$ cat config.mk
export PLATFORM = sky130hd
export DESIGN_NAME = parity_rx
export DESIGN_NICKNAME = d
export VERILOG_FILES = /design/src/rtl/parity_pkg.sv /design/src/rtl/parity_calc.sv /design/src/rtl/parity_rx.sv
export SDC_FILE = /design/constraint.sdc
export NUM_CORES = 1
export LEC_CHECK = 0
export ABC_AREA = 1
export BUFFER_PORTS_ARGS = -buffer_cell sky130_fd_sc_hd__buf_4
export CELL_PAD_IN_SITES_DETAIL_PLACEMENT = 1
export CELL_PAD_IN_SITES_GLOBAL_PLACEMENT = 1
export CORE_MARGIN = 1.5
export CORE_UTILIZATION = 40
export CTS_CLUSTER_SIZE = 24
export DETAILED_ROUTE_END_ITERATION = 12
export PLACE_DENSITY_LB_ADDON = 0.1
export SLEW_MARGIN = 20
export SYNTH_ARGS = -nofsm -noshare
export SYNTH_HDL_FRONTEND = slang
export SYNTH_SLANG_ARGS = --single-unit
$ cat constraint.sdc
create_clock -name clk -period 3 [get_ports clk]
set_input_delay 0.3 -clock clk [delete_from_list [all_inputs] [get_ports clk]]
set_output_delay 0.3 -clock clk [all_outputs]
set_load 0.005 [all_outputs]
$ cat src/rtl/parity_pkg.sv
// rtl/parity_pkg.sv - shared FSM encoding and frame constants for parity_rx
package parity_pkg;

  localparam int DATA_W = 4;

  localparam logic START_BIT = 1'b0;
  localparam logic STOP_BIT  = 1'b1;

  typedef enum logic [1:0] {
    IDLE   = 2'd0,
    DATA   = 2'd1,
    PARITY = 2'd2,
    STOP   = 2'd3
  } state_t;

endpackage

$ cat src/rtl/parity_calc.sv
// rtl/parity_calc.sv - XOR reduction of nibble plus parity bit against the configured sense
module parity_calc
  import parity_pkg::*;
#(
  parameter bit PARITY_ODD = 1'b0
) (
  input  logic [DATA_W-1:0] data,
  input  logic              parity,
  output logic              err
);

  assign err = ((^data) ^ parity) != PARITY_ODD;

endmodule

$ cat src/rtl/parity_rx.sv
// rtl/parity_rx.sv - serial start/4-data/parity/stop frame receiver; PARITY_RX_ERR_CNT_EN adds out_err_cnt
module parity_rx
  import parity_pkg::*;
#(
  parameter bit PARITY_ODD = 1'b0
) (
  input  logic              clk,
  input  logic              rst_n,
  input  logic              in_valid,
  input  logic              in_bit,
  input  logic              in_clr,
  output logic [DATA_W-1:0] out_data,
  output logic              out_valid,
  output logic              out_err_parity,
  output logic              out_err_frame,
  output logic              out_busy
`ifdef PARITY_RX_ERR_CNT_EN
  ,
  output logic [7:0]        out_err_cnt
`endif
);

  state_t            state;
  logic [1:0]        cnt;
  logic [DATA_W-1:0] shreg;
  logic              par;
  logic              par_err;
  logic              stop_take;

  parity_calc #(.PARITY_ODD(PARITY_ODD)) u_calc (
    .data   (shreg),
    .parity (par),
    .err    (par_err)
  );

  // in_clr outranks in_valid, so only an unaborted consumed bit can close a frame
  assign stop_take = in_valid && !in_clr && (state == STOP);

  always_ff @(posedge clk or negedge rst_n) begin
    if (!rst_n) begin
      state          <= IDLE;
      cnt            <= 2'd0;
      shreg          <= '0;
      par            <= 1'b0;
      out_data       <= '0;
      out_valid      <= 1'b0;
      out_err_parity <= 1'b0;
      out_err_frame  <= 1'b0;
      out_busy       <= 1'b0;
    end else begin
      out_valid      <= 1'b0;
      out_err_parity <= 1'b0;
      out_err_frame  <= 1'b0;
      if (in_clr) begin
        state    <= IDLE;
        cnt      <= 2'd0;
        shreg    <= '0;
        par      <= 1'b0;
        out_busy <= 1'b0;
      end else if (in_valid) begin
        case (state)
          IDLE: begin
            if (in_bit == START_BIT) begin
              state    <= DATA;
              cnt      <= 2'd0;
              out_busy <= 1'b1;
            end
          end
          DATA: begin
            shreg[cnt] <= in_bit;
            cnt        <= cnt + 2'd1;
            if (cnt == 2'd3) state <= PARITY;
          end
          PARITY: begin
            par   <= in_bit;
            state <= STOP;
          end
          STOP: begin
            state    <= IDLE;
            out_busy <= 1'b0;
            if (in_bit == STOP_BIT) begin
              out_valid      <= 1'b1;
              out_data       <= shreg;
              out_err_parity <= par_err;
            end else begin
              out_err_frame <= 1'b1;
            end
          end
          default: state <= IDLE;
        endcase
      end
    end
  end

`ifdef PARITY_RX_ERR_CNT_EN
  // Updates on the same edge that registers the error pulse; only rst_n clears it
  always_ff @(posedge clk or negedge rst_n) begin
    if (!rst_n) begin
      out_err_cnt <= 8'h00;
    end else if (stop_take && ((in_bit != STOP_BIT) || par_err) && (out_err_cnt != 8'hFF)) begin
      out_err_cnt <= out_err_cnt + 8'h01;
    end
  end
`endif

endmodule

==> metrics.md <==
| Metric | Value |
|---|---|
| Result of the run | `finished clean` |
| Total GRT Usage | `about 17%` |
| Max Cap Violations | `0` |
| 1st-iter DRT viols | `5` |
| Least-Margin Pin Slew | `0.337 ns` |
| Biggest area contributors in the synthesized netlist | `sky130_fd_sc_hd__dfrtp_1 45%, sky130_fd_sc_hd__nand2_1 11%, sky130_fd_sc_hd__ha_1 11%, sky130_fd_sc_hd__inv_1 7.5%, sky130_fd_sc_hd__o21ai_0 3.7%` |
| Crit Path Category | `register to register` |
| Sinks on Clock Net | `17` |
| Num CTS Buffers | `3` |
| Detailed placement HPWL | `1.45 mm` |
| Post-detailed-routing wire length | `1.90 mm` |
| Clock Path Buffers | `2` |
| Starting Density | `a little over two fifths` |
| Max IR drop VDD | `0.286 mV` |
| Time the final worst path needs with I/O delays and setup | `1.38 ns` |
| Standard-cell row count | `17` |
| Depth of the worst register-to-register path | `8` |
| Gpl congestion | `between 0.6 and 0.7` |
| Clock-pin slew reported for the worst setup and hold paths after clock tree synthesis | `0.10 ns` |
| Area growth from synthesis to layout | `16.0%` |
| Largest net degree at the start of global routing | `18` |
| Cell chosen for the clock root | `sky130_fd_sc_hd__clkbuf_4` |
| Total congestion overflow after global routing | `0` |
| Minimum setup slack among reg-to-reg paths | `between 1.5 and 2 ns` |
| Multi-input gate area | `432 µm²` |
| Cell type contributing the most total cell area after synthesis | `sky130_fd_sc_hd__dfrtp_1` |
| Number of I/O port buffers | `12` |
| Diode count | `0` |
| Flip-flop and latch area | `425 µm²` |
| Antenna violations before repair | `0` |
| First-pass GRT wire length | `3.42 mm` |
| Largest fanout of any net on the critical path | `4` |
| Part of the cycle the worst path needs | `45.9%` |
| Filler cells | `between 200 and 300` |
| Count of final max-slew check failures | `0` |
| Total number of H-tree levels | `1` |
| Hold Fails Final Rpt | `0` |
| Synthesized cell area | `948 µm²` |
| Fraction of final layout cells sized beyond drive strength 1 | `20.9%` |
| Post-Syn Nets | `about 130` |
| Hold bufs inserted after CTS | `1` |
| Area enclosed by the die boundary | `2670 µm²` |
| TritonCTS clock tree | `yes` |
| Chip width | `51.7 µm` |
| Highest Clock Rate | `726 MHz` |
| Setup skew after layout | `0.00690 ns` |
| First-pass iteration count of the detailed router | `4` |
| Worst Setup Start Kind | `register` |
| Worst setup path endpoint | `state[0]` |
| Setup repair bufs after CTS | `0` |
| DRC viols | `0` |
| Power Dens Cells | `between 500 and 600 nW/µm²` |
| Sort of element at the end of the critical path | `register` |
| Yosys top cell area share | `44.9%` |
| Count of nets left with antenna violations after detail routing | `0` |
| Post-synthesis area per instance | `8.39 µm²` |
| Sequential share of the synthesized area | `44.9%` |
| Resized Gates After CTS | `0` |
| Average wire per standard cell | `12.1 µm` |
| Worst flop-to-flop path endpoint | `state[0]` |
| Source of the worst register-to-register timing path | `state[0]` |
| Total core area | `between 2000 and 2500 µm²` |
| Syn. warnings | `0` |
| Data arrival time of the worst path | `1.57 ns` |
| DIE HEIGHT | `between 50 and 60 µm` |
| Syn Inst Count | `113` |
| Number of I/O pins | `13` |
| Required time reported for the critical path endpoint | `3.19 ns` |
| Vias in the first global route | `790` |
| Routed vias | `751` |
| Final #Nets | `143` |
| Setup violators final | `0` |
| Post-synthesis sequential element count | `17` |
| Crit. Startpoint | `state[0]` |
| Clock latency at the later pin of the worst-skew pair | `0.29 ns` |
| Setup repair after global routing missed its margin | `no` |
| Fin Hold WS | `0.182 ns` |
| Final sum of negative setup slack | `0 ns` |
| Vias per inst | `4.78` |
| Number of unique standard cell types used by synthesis | `22` |
| Hold/Removal Path Class | `input pin to register` |
| Max transition margin | `between 70% and 80%` |
| Cell leakage power | `0.588 nW` |
-- cell type report --
cell class	instances	area share (%)
flip-flops and latches	17	38.7
multi-input cells	74	39.2
clock buffers	3	2.05
clock inverters	1	0.455
inverters	21	7.28
repair buffers	13	9.10
well taps	28	3.19
-- cells by family after synthesis --
kind of cell	share of synthesized area, %
and+or+nand+nor	23.7
AOI/OAI and AO/OA	11.2
buffers and inverters	9.63
adders and majority gates	10.6
DFF	44.9
-- cells in the mapped netlist (all sizes together) --
| library cell | count |
|---|---|
| a21oi | 6 |
| a22oi | 1 |
| buf | 1 |
| clkinv | 1 |
| dfrtp | 17 |
| ha | 8 |
| inv | 20 |
| nand2 | 31 |
| nand3 | 5 |
| nand4 | 1 |
| nor2 | 5 |
| nor3 | 4 |
| o21ai | 8 |
| o22ai | 4 |
| or2 | 1 |
-- flip-flops by register name (all words and copies together) (netlist names), 2 cells and up --
| signal | cells |
|---|---|
| out_data | 4 |
| cnt | 2 |
| state | 2 |
| shreg | 4 |
-- worst min-delay path by stage --
stage	slack [ns]	to	cells after the start	from
6_report	0.18	out_err_frame	2	in_bit
5_1_grt	0.18	out_err_frame	2	in_bit
4_1_cts	0.18	out_err_frame	2	in_bit
3_5_place_dp	0.18	out_data[1]	1	rst_n
3_3_place_gp	0.18	out_data[0]	1	rst_n
2_1_floorplan	0.004	cnt[0]	0	rst_n
-- metal layers --
layer	GRT usage [%]	vias to the layer above	routed length, µm
li1	-	390	-
met2	31.2	10	938
met5	0	-	0
met1	20.3	347	889
met3	2.59	4	46
met4	7.89	0	29
-- critical path: stages (launching register included) --
cell and delay, ns:
sky130_fd_sc_hd__dfrtp_1 0.41, sky130_fd_sc_hd__inv_1 0.09, sky130_fd_sc_hd__ha_1 0.24, sky130_fd_sc_hd__nand2_2 0.12, sky130_fd_sc_hd__nand2_4 0.07, sky130_fd_sc_hd__nor2_2 0.16
sky130_fd_sc_hd__clkinv_2 0.08, sky130_fd_sc_hd__nand2_1 0.06, sky130_fd_sc_hd__nand2_1 0.05
-- stage by stage --
step / total power [mW] / cell area (µm²) / setup slack [ns] / cells / util (%)
2_1_floorplan: 0.460 / 948 / 1.78 / 113 / -
5_1_grt: 0.714 / 1100 / 1.50 / 157 / 49.2
6_report: 0.648 / 1100 / 1.62 / 157 / 49.2
3_5_place_dp: 0.529 / 1060 / 1.61 / 152 / 47.6
4_1_cts: 0.661 / 1100 / 1.59 / 157 / 49.2
3_3_place_gp: 0.520 / 1060 / 1.65 / 152 / 47.6
-- layout by cell type (no fill, tap or decap) --
master,netlist,routed
sky130_fd_sc_hd__nand2_4,1,1
sky130_fd_sc_hd__nor3_1,3,3
sky130_fd_sc_hd__nor3_2,1,1
sky130_fd_sc_hd__nor2_2,2,2
sky130_fd_sc_hd__buf_4,0,12
sky130_fd_sc_hd__a22oi_1,1,1
sky130_fd_sc_hd__inv_2,1,1
sky130_fd_sc_hd__a21oi_1,6,6
sky130_fd_sc_hd__ha_1,8,8
sky130_fd_sc_hd__clkinv_2,1,2
sky130_fd_sc_hd__o21ai_0,7,7
sky130_fd_sc_hd__inv_1,19,19
sky130_fd_sc_hd__nand2_1,28,28
sky130_fd_sc_hd__nor2_4,1,1
sky130_fd_sc_hd__nand2_2,2,2
sky130_fd_sc_hd__dlygate4sd3_1,0,1
sky130_fd_sc_hd__clkbuf_4,0,3
sky130_fd_sc_hd__nand4_1,1,1
sky130_fd_sc_hd__nor2_1,2,2
sky130_fd_sc_hd__dfrtp_1,17,17
sky130_fd_sc_hd__nand3_1,5,5
sky130_fd_sc_hd__o21ai_2,1,1
sky130_fd_sc_hd__or2_4,1,1
sky130_fd_sc_hd__o22ai_1,4,4
-- power breakdown --
group / internal [mW] / switching, mW
combinational: 0.0889 / 0.141
sequential: 0.265 / 0.0275
clock: 0.0496 / 0.0763
total: 0.403 / 0.245
(Power assumes the default switching activity.)
